`src/rtl/parallel_tx_pkg.sv`:
```
// rtl/parallel_tx_pkg.sv - shared state encodings and default strobe timing for the parallel link
package parallel_tx_pkg;

  localparam int BYTE_W = 8;

  localparam int DEF_SETUP_CYCLES = 2;
  localparam int DEF_HIGH_CYCLES  = 2;
  localparam int DEF_LOW_CYCLES   = 2;

  typedef enum logic [2:0] {
    IDLE  = 3'd0,
    SETUP = 3'd1,
    HIGH  = 3'd2,
    LOW   = 3'd3,
    DONE  = 3'd4
  } tx_state_t;

  function automatic int max3(input int a, input int b, input int c);
    int m;
    m = (a > b) ? a : b;
    return (m > c) ? m : c;
  endfunction

endpackage

```
`src/rtl/parallel_tx_phase_timer.sv`:
```
// rtl/parallel_tx_phase_timer.sv - loadable down counter; expired while the count sits at 1
module phase_timer #(
  parameter int W = 2
) (
  input  logic         clk,
  input  logic         rst_n,
  input  logic         load,
  input  logic [W-1:0] load_val,
  output logic         expired
);

  logic [W-1:0] count;

  // Holding at 1 keeps expired asserted while a phase waits on something else.
  always_ff @(posedge clk or negedge rst_n) begin
    if (!rst_n) begin
      count <= '0;
    end else if (load) begin
      count <= load_val;
    end else if (count > W'(1)) begin
      count <= count - W'(1);
    end
  end

  assign expired = (count == W'(1));

endmodule

```
`src/rtl/parallel_tx.sv`:
```
// rtl/parallel_tx.sv - strobed 8-bit parallel transmitter, MSB byte first; PARALLEL_TX_ACK_EN adds par_ack handshake
module parallel_tx
  import parallel_tx_pkg::*;
#(
  parameter int BYTES        = 8,
  parameter int SETUP_CYCLES = DEF_SETUP_CYCLES,
  parameter int HIGH_CYCLES  = DEF_HIGH_CYCLES,
  parameter int LOW_CYCLES   = DEF_LOW_CYCLES
) (
  input  logic                  clk,
  input  logic                  rst_n,
  input  logic [BYTE_W*BYTES-1:0] response,
  input  logic                  send,
`ifdef PARALLEL_TX_ACK_EN
  input  logic                  par_ack,
`endif
  output logic                  busy,
  output logic                  done,
  output logic [BYTE_W-1:0]     data,
  output logic                  par_clk
);

  localparam int WORD_W = BYTE_W * BYTES;
  localparam int IDX_W  = (BYTES > 1) ? $clog2(BYTES) : 1;
  localparam int TW     = $clog2(max3(SETUP_CYCLES, HIGH_CYCLES, LOW_CYCLES) + 1);

  tx_state_t         state, state_n;
  logic [WORD_W-1:0] shreg, shreg_n, shreg_shl;
  logic [IDX_W-1:0]  idx, idx_n;
  logic [BYTE_W-1:0] data_n;
  logic              pclk_n, busy_n, done_n;
  logic              t_load, t_expired;
  logic [TW-1:0]     t_val;
  logic              high_go, low_go;

  assign shreg_shl = shreg << BYTE_W;

`ifdef PARALLEL_TX_ACK_EN
  assign high_go = t_expired && par_ack;
  assign low_go  = t_expired && !par_ack;
`else
  assign high_go = t_expired;
  assign low_go  = t_expired;
`endif

  phase_timer #(.W(TW)) u_timer (
    .clk      (clk),
    .rst_n    (rst_n),
    .load     (t_load),
    .load_val (t_val),
    .expired  (t_expired)
  );

  always_ff @(posedge clk or negedge rst_n) begin
    if (!rst_n) begin
      state   <= IDLE;
      shreg   <= '0;
      idx     <= '0;
      data    <= '0;
      par_clk <= 1'b0;
      busy    <= 1'b0;
      done    <= 1'b0;
    end else begin
      state   <= state_n;
      shreg   <= shreg_n;
      idx     <= idx_n;
      data    <= data_n;
      par_clk <= pclk_n;
      busy    <= busy_n;
      done    <= done_n;
    end
  end

  always_comb begin
    state_n = state;
    shreg_n = shreg;
    idx_n   = idx;
    data_n  = data;
    pclk_n  = par_clk;
    busy_n  = busy;
    done_n  = 1'b0;
    t_load  = 1'b0;
    t_val   = '0;
    case (state)
      IDLE: begin
        pclk_n = 1'b0;
        if (send) begin
          shreg_n = response;
          idx_n   = '0;
          data_n  = response[WORD_W-1 -: BYTE_W];
          busy_n  = 1'b1;
          t_load  = 1'b1;
          t_val   = TW'(SETUP_CYCLES);
          state_n = SETUP;
        end
      end
      SETUP: begin
        if (t_expired) begin
          pclk_n  = 1'b1;
          t_load  = 1'b1;
          t_val   = TW'(HIGH_CYCLES);
          state_n = HIGH;
        end
      end
      HIGH: begin
        if (high_go) begin
          pclk_n  = 1'b0;
          t_load  = 1'b1;
          t_val   = TW'(LOW_CYCLES);
          state_n = LOW;
        end
      end
      LOW: begin
        if (low_go) begin
          if (idx == IDX_W'(BYTES - 1)) begin
            state_n = DONE;
          end else begin
            // Next byte goes out only here, so data never moves under a high strobe.
            shreg_n = shreg_shl;
            idx_n   = idx + IDX_W'(1);
            data_n  = shreg_shl[WORD_W-1 -: BYTE_W];
            t_load  = 1'b1;
            t_val   = TW'(SETUP_CYCLES);
            state_n = SETUP;
          end
        end
      end
      DONE: begin
        done_n  = 1'b1;
        busy_n  = 1'b0;
        state_n = IDLE;
      end
      default: begin
        pclk_n  = 1'b0;
        busy_n  = 1'b0;
        state_n = IDLE;
      end
    endcase
  end

endmodule

```
`config.mk`:
```
export PLATFORM = sky130hd
export DESIGN_NAME = parallel_tx
export DESIGN_NICKNAME = d
export VERILOG_FILES = /design/src/rtl/parallel_tx_pkg.sv /design/src/rtl/parallel_tx_phase_timer.sv /design/src/rtl/parallel_tx.sv
export SDC_FILE = /design/constraint.sdc
export NUM_CORES = 1
export LEC_CHECK = 0
export CAP_MARGIN = 30
export CORE_MARGIN = 2
export CORE_UTILIZATION = 50
export CTS_BUF_LIST = sky130_fd_sc_hd__clkbuf_16
export DETAILED_ROUTE_END_ITERATION = 10
export GPL_ROUTABILITY_DRIVEN = 0
export PLACE_DENSITY = 0.79
export SETUP_SLACK_MARGIN = 0.4
export SLEW_MARGIN = 20
export SYNTH_ARGS = -nofsm -noshare
export SYNTH_HDL_FRONTEND = slang
export SYNTH_HIERARCHICAL = 1
export SYNTH_SLANG_ARGS = --single-unit
export TNS_END_PERCENT = 100
```
`constraint.sdc`:
```
create_clock -name clk -period 2.3 [get_ports clk]
set_input_delay 0.69 -clock clk [delete_from_list [all_inputs] [get_ports clk]]
set_output_delay 0.69 -clock clk [all_outputs]
set_load 0.02 [all_outputs]
```
==> flow_metrics.tcl <==
set metrics [dict create \
    final_cells 519 \
    clk_pin_slew_ns 0.06 \
    wl_um 7600 \
    startpoint_type "register" \
    ys_types 30 \
    clock_latency_ns 0.32 \
    synth-warning-count 6 \
    rsz0062_at_grt "true" \
    maxCapViolations 0 \
    netlist_instances 335 \
    drt-initial-drc-count 93 \
    dr.max_layer_used "met4" \
    hold_buffers 0 \
    fp.dieW_um 87.60 \
    via_per_inst 5.181 \
    ir_worst_vdd_mv 0.9821 \
    fmax_ghz 0.5247 \
    drc_errors 0 \
    wl_met3_um 461 \
    clk_path_buf_depth 2 \
    ys_seq_area_share_pct 53.71 \
    slew_viol_final 0 \
    overflow 0 \
    post-dp-hpwl_um 4401 \
    fp.dieArea_mm2 0.007674 \
    wl_met1_um 3386 \
    worstPathArrival_ns 2.12 \
    route.vias.total 2689 \
    dp_cells 492 \
    end_kind "register" \
    start_util_pct 51.44 \
    postSynthAreaPerCell_um2 10.43 \
    critPathKind "reg2reg" \
    dpl_worst_slack_ns -0.06043 \
    syn_nets 405 \
    antenna_found_initial 0 \
    outcome "finished, final reports clean" \
    fin_nets 488 \
    portBuffers 77 \
    cts_made_buffers 9 \
    final_cell_mix "nand2_1 (75), dfrtp_1 (75), clkdlybuf4s50_1 (64), mux2i_1 (56), o21ai_1 (52)" \
    min_path_type "in2async" \
    dr_wl_met2_um 3685 \
    dr.pass1.iters 4 \
    cts_sinks 75 \
    dieHeight_um 87.60 \
    nFillCells 502 \
    critical-path-slowest-cell "dfrtp_1" \
    ys_ff_latch 75 \
    coreArea_mm2 0.006794 \
    min_period_over_period_pct 82.87 \
    finalHoldViolCount 0 \
    grt_max_degree 65 \
    layout-drive-gt1-share_pct 10.40 \
    skew_ns 0.006167 \
    layout_setup_ws_ns 0.3941 \
    r2r_slack_ns 0.39 \
    n_antenna_cell 0 \
    area_delta_synth_final_pct 38.52 \
    track_usage_pct 20.93 \
    hold_slack_ns 0.3156 \
    core.rowCount 30 \
    path_cells "ha_2 > ha_4 > nand4b_1 > a21o_4 > buf_6 > nand2_4 > nor2b_1 > a221o_1" \
    pwr_density_cell_mw_per_mm2 1373 \
    rr_worst_depth 8 \
    rr_startpoint "idx[1]" \
    wl_per_cell_um 14.64 \
    worstPathMaxFanout 6 \
    reg2reg_to "u_timer/count[0]" \
    cts_tree "done" \
    ioPinCount 78 \
    htreeDepth 3 \
    cpPeakStageDelay_ns 0.40 \
    leakagePower_uw 0.002432 \
    root_buffer "clkbuf_16" \
    postRouteAntennaNets 0 \
    grt_pass1_wl_um 12520 \
    grt_pass1_vias 2649 \
    finalSetupViolations 0 \
    syn_area_mm2 0.003495 \
    required_ns 2.51 \
    min_period_ns 1.906 \
]
[area by class of cell]
cell class,instances,area [um2],area share [%]
clock buffer,9,225.2,4.652
clock inverter,7,85.08,1.758
inverter,4,15.01,0.3102
multi-input combinational,232,1488,30.73
sequential,75,1877,38.77
tap,96,120.1,2.481
timing repair buffer,96,1031,21.30
[per-layer routing]
layer	GRT usage, %	vias up
met2	34.37	80
li1	-	1318
met3	4.053	8
met5	0	-
met4	7.972	0
met1	27.61	1283
[sequential cells by signal (all words and copies together) (netlist names)]
name	flops
shreg	56
data	8
idx	3
state	3
u_timer/count	2
busy	1
done	1
par_clk	1
[repair_timing]
item,in CTS,in global routing
pin swaps,2,3
resized for setup,19,9
endpoints found under the setup margin,76,38
buffers inserted,6,2
gates cloned,3,0
[report_power, final]
part,internal [uW],switching (uW),leakage (uW)
sequential,1900,343,0.000946
combinational,1470,1470,0.00133
clock,938,526,0.000158
[cell usage after synthesis]
library cell / count / area (um2)
nand4b_1: 2 / 17.52
buf_4: 1 / 7.510
nor4b_1: 1 / 8.760
buf_6: 8 / 90.09
o21ai_0: 9 / 45.04
clkbuf_2: 1 / 5.000
nand2_1: 76 / 285.3
buf_2: 8 / 40.04
nor2b_1: 2 / 12.51
o21ai_1: 51 / 255.2
conb_1: 1 / 3.750
inv_1: 4 / 15.01
nor3b_1: 1 / 7.510
xor2_1: 1 / 8.760
clkbuf_1: 6 / 22.52
nor2_1: 3 / 11.26
dfrtp_1: 75 / 1877
xnor2_1: 1 / 8.760
a221o_1: 1 / 10.01
nand3b_1: 3 / 22.52
a22o_1: 2 / 17.52
or3b_4: 1 / 11.26
a21oi_1: 4 / 20.02
mux2_2: 1 / 11.26
nand3_1: 9 / 45.04
ha_1: 3 / 37.54
a21o_1: 2 / 15.01
mux2i_1: 56 / 560.5
mux2_4: 1 / 15.01
or2b_1: 1 / 7.510
[worst max-delay path by stage]
stage	start	endpoint	slack (ns)	cells after the start
5_1_grt	idx[0]	u_timer/count[0]	0.33	8
4_1_cts	idx[1]	u_timer/count[0]	0.40	8
3_3_place_gp	send	u_timer/count[0]	-0.02	6
2_1_floorplan	send	u_timer/count[0]	0.21	7
3_5_place_dp	send	u_timer/count[0]	-0.06	6
6_report	idx[1]	u_timer/count[0]	0.39	8
[stage by stage]
step / TNS, ns / total power, uW / cell area [um2] / utilization, %
floorplan: 0 / 4206 / 3502 / -
global placement: -0.1017 / 4675 / 4330 / 63.74
detailed placement: -1.130 / 4805 / 4330 / 63.74
CTS: 0 / 6566 / 4787 / 70.46
global route: 0 / 7119 / 4841 / 71.25
finish: 0 / 6649 / 4841 / 71.25
[cells by family after synthesis]
kind of cell    after synthesis  share of synthesized area (%)
compound gates               69                          10.38
xor+xnor                      2                         0.5013
fa+ha+maj                     3                          1.074
buf+inv                      28                          5.156
flops                        75                          53.71
mux                          58                          16.79
other cells                   1                         0.1073
simple gates                 99                          12.28
[worst max-delay path: cells and delay by family (launching register included)]
family | cells | cell delay, ns
AOI/OAI and AO/OA | 2 | 0.60
and+or+nand+nor | 3 | 0.33
adders and majority gates | 2 | 0.36
DFF | 1 | 0.40
buffers and inverters | 1 | 0.13
Power figures use the tool's default switching activity.
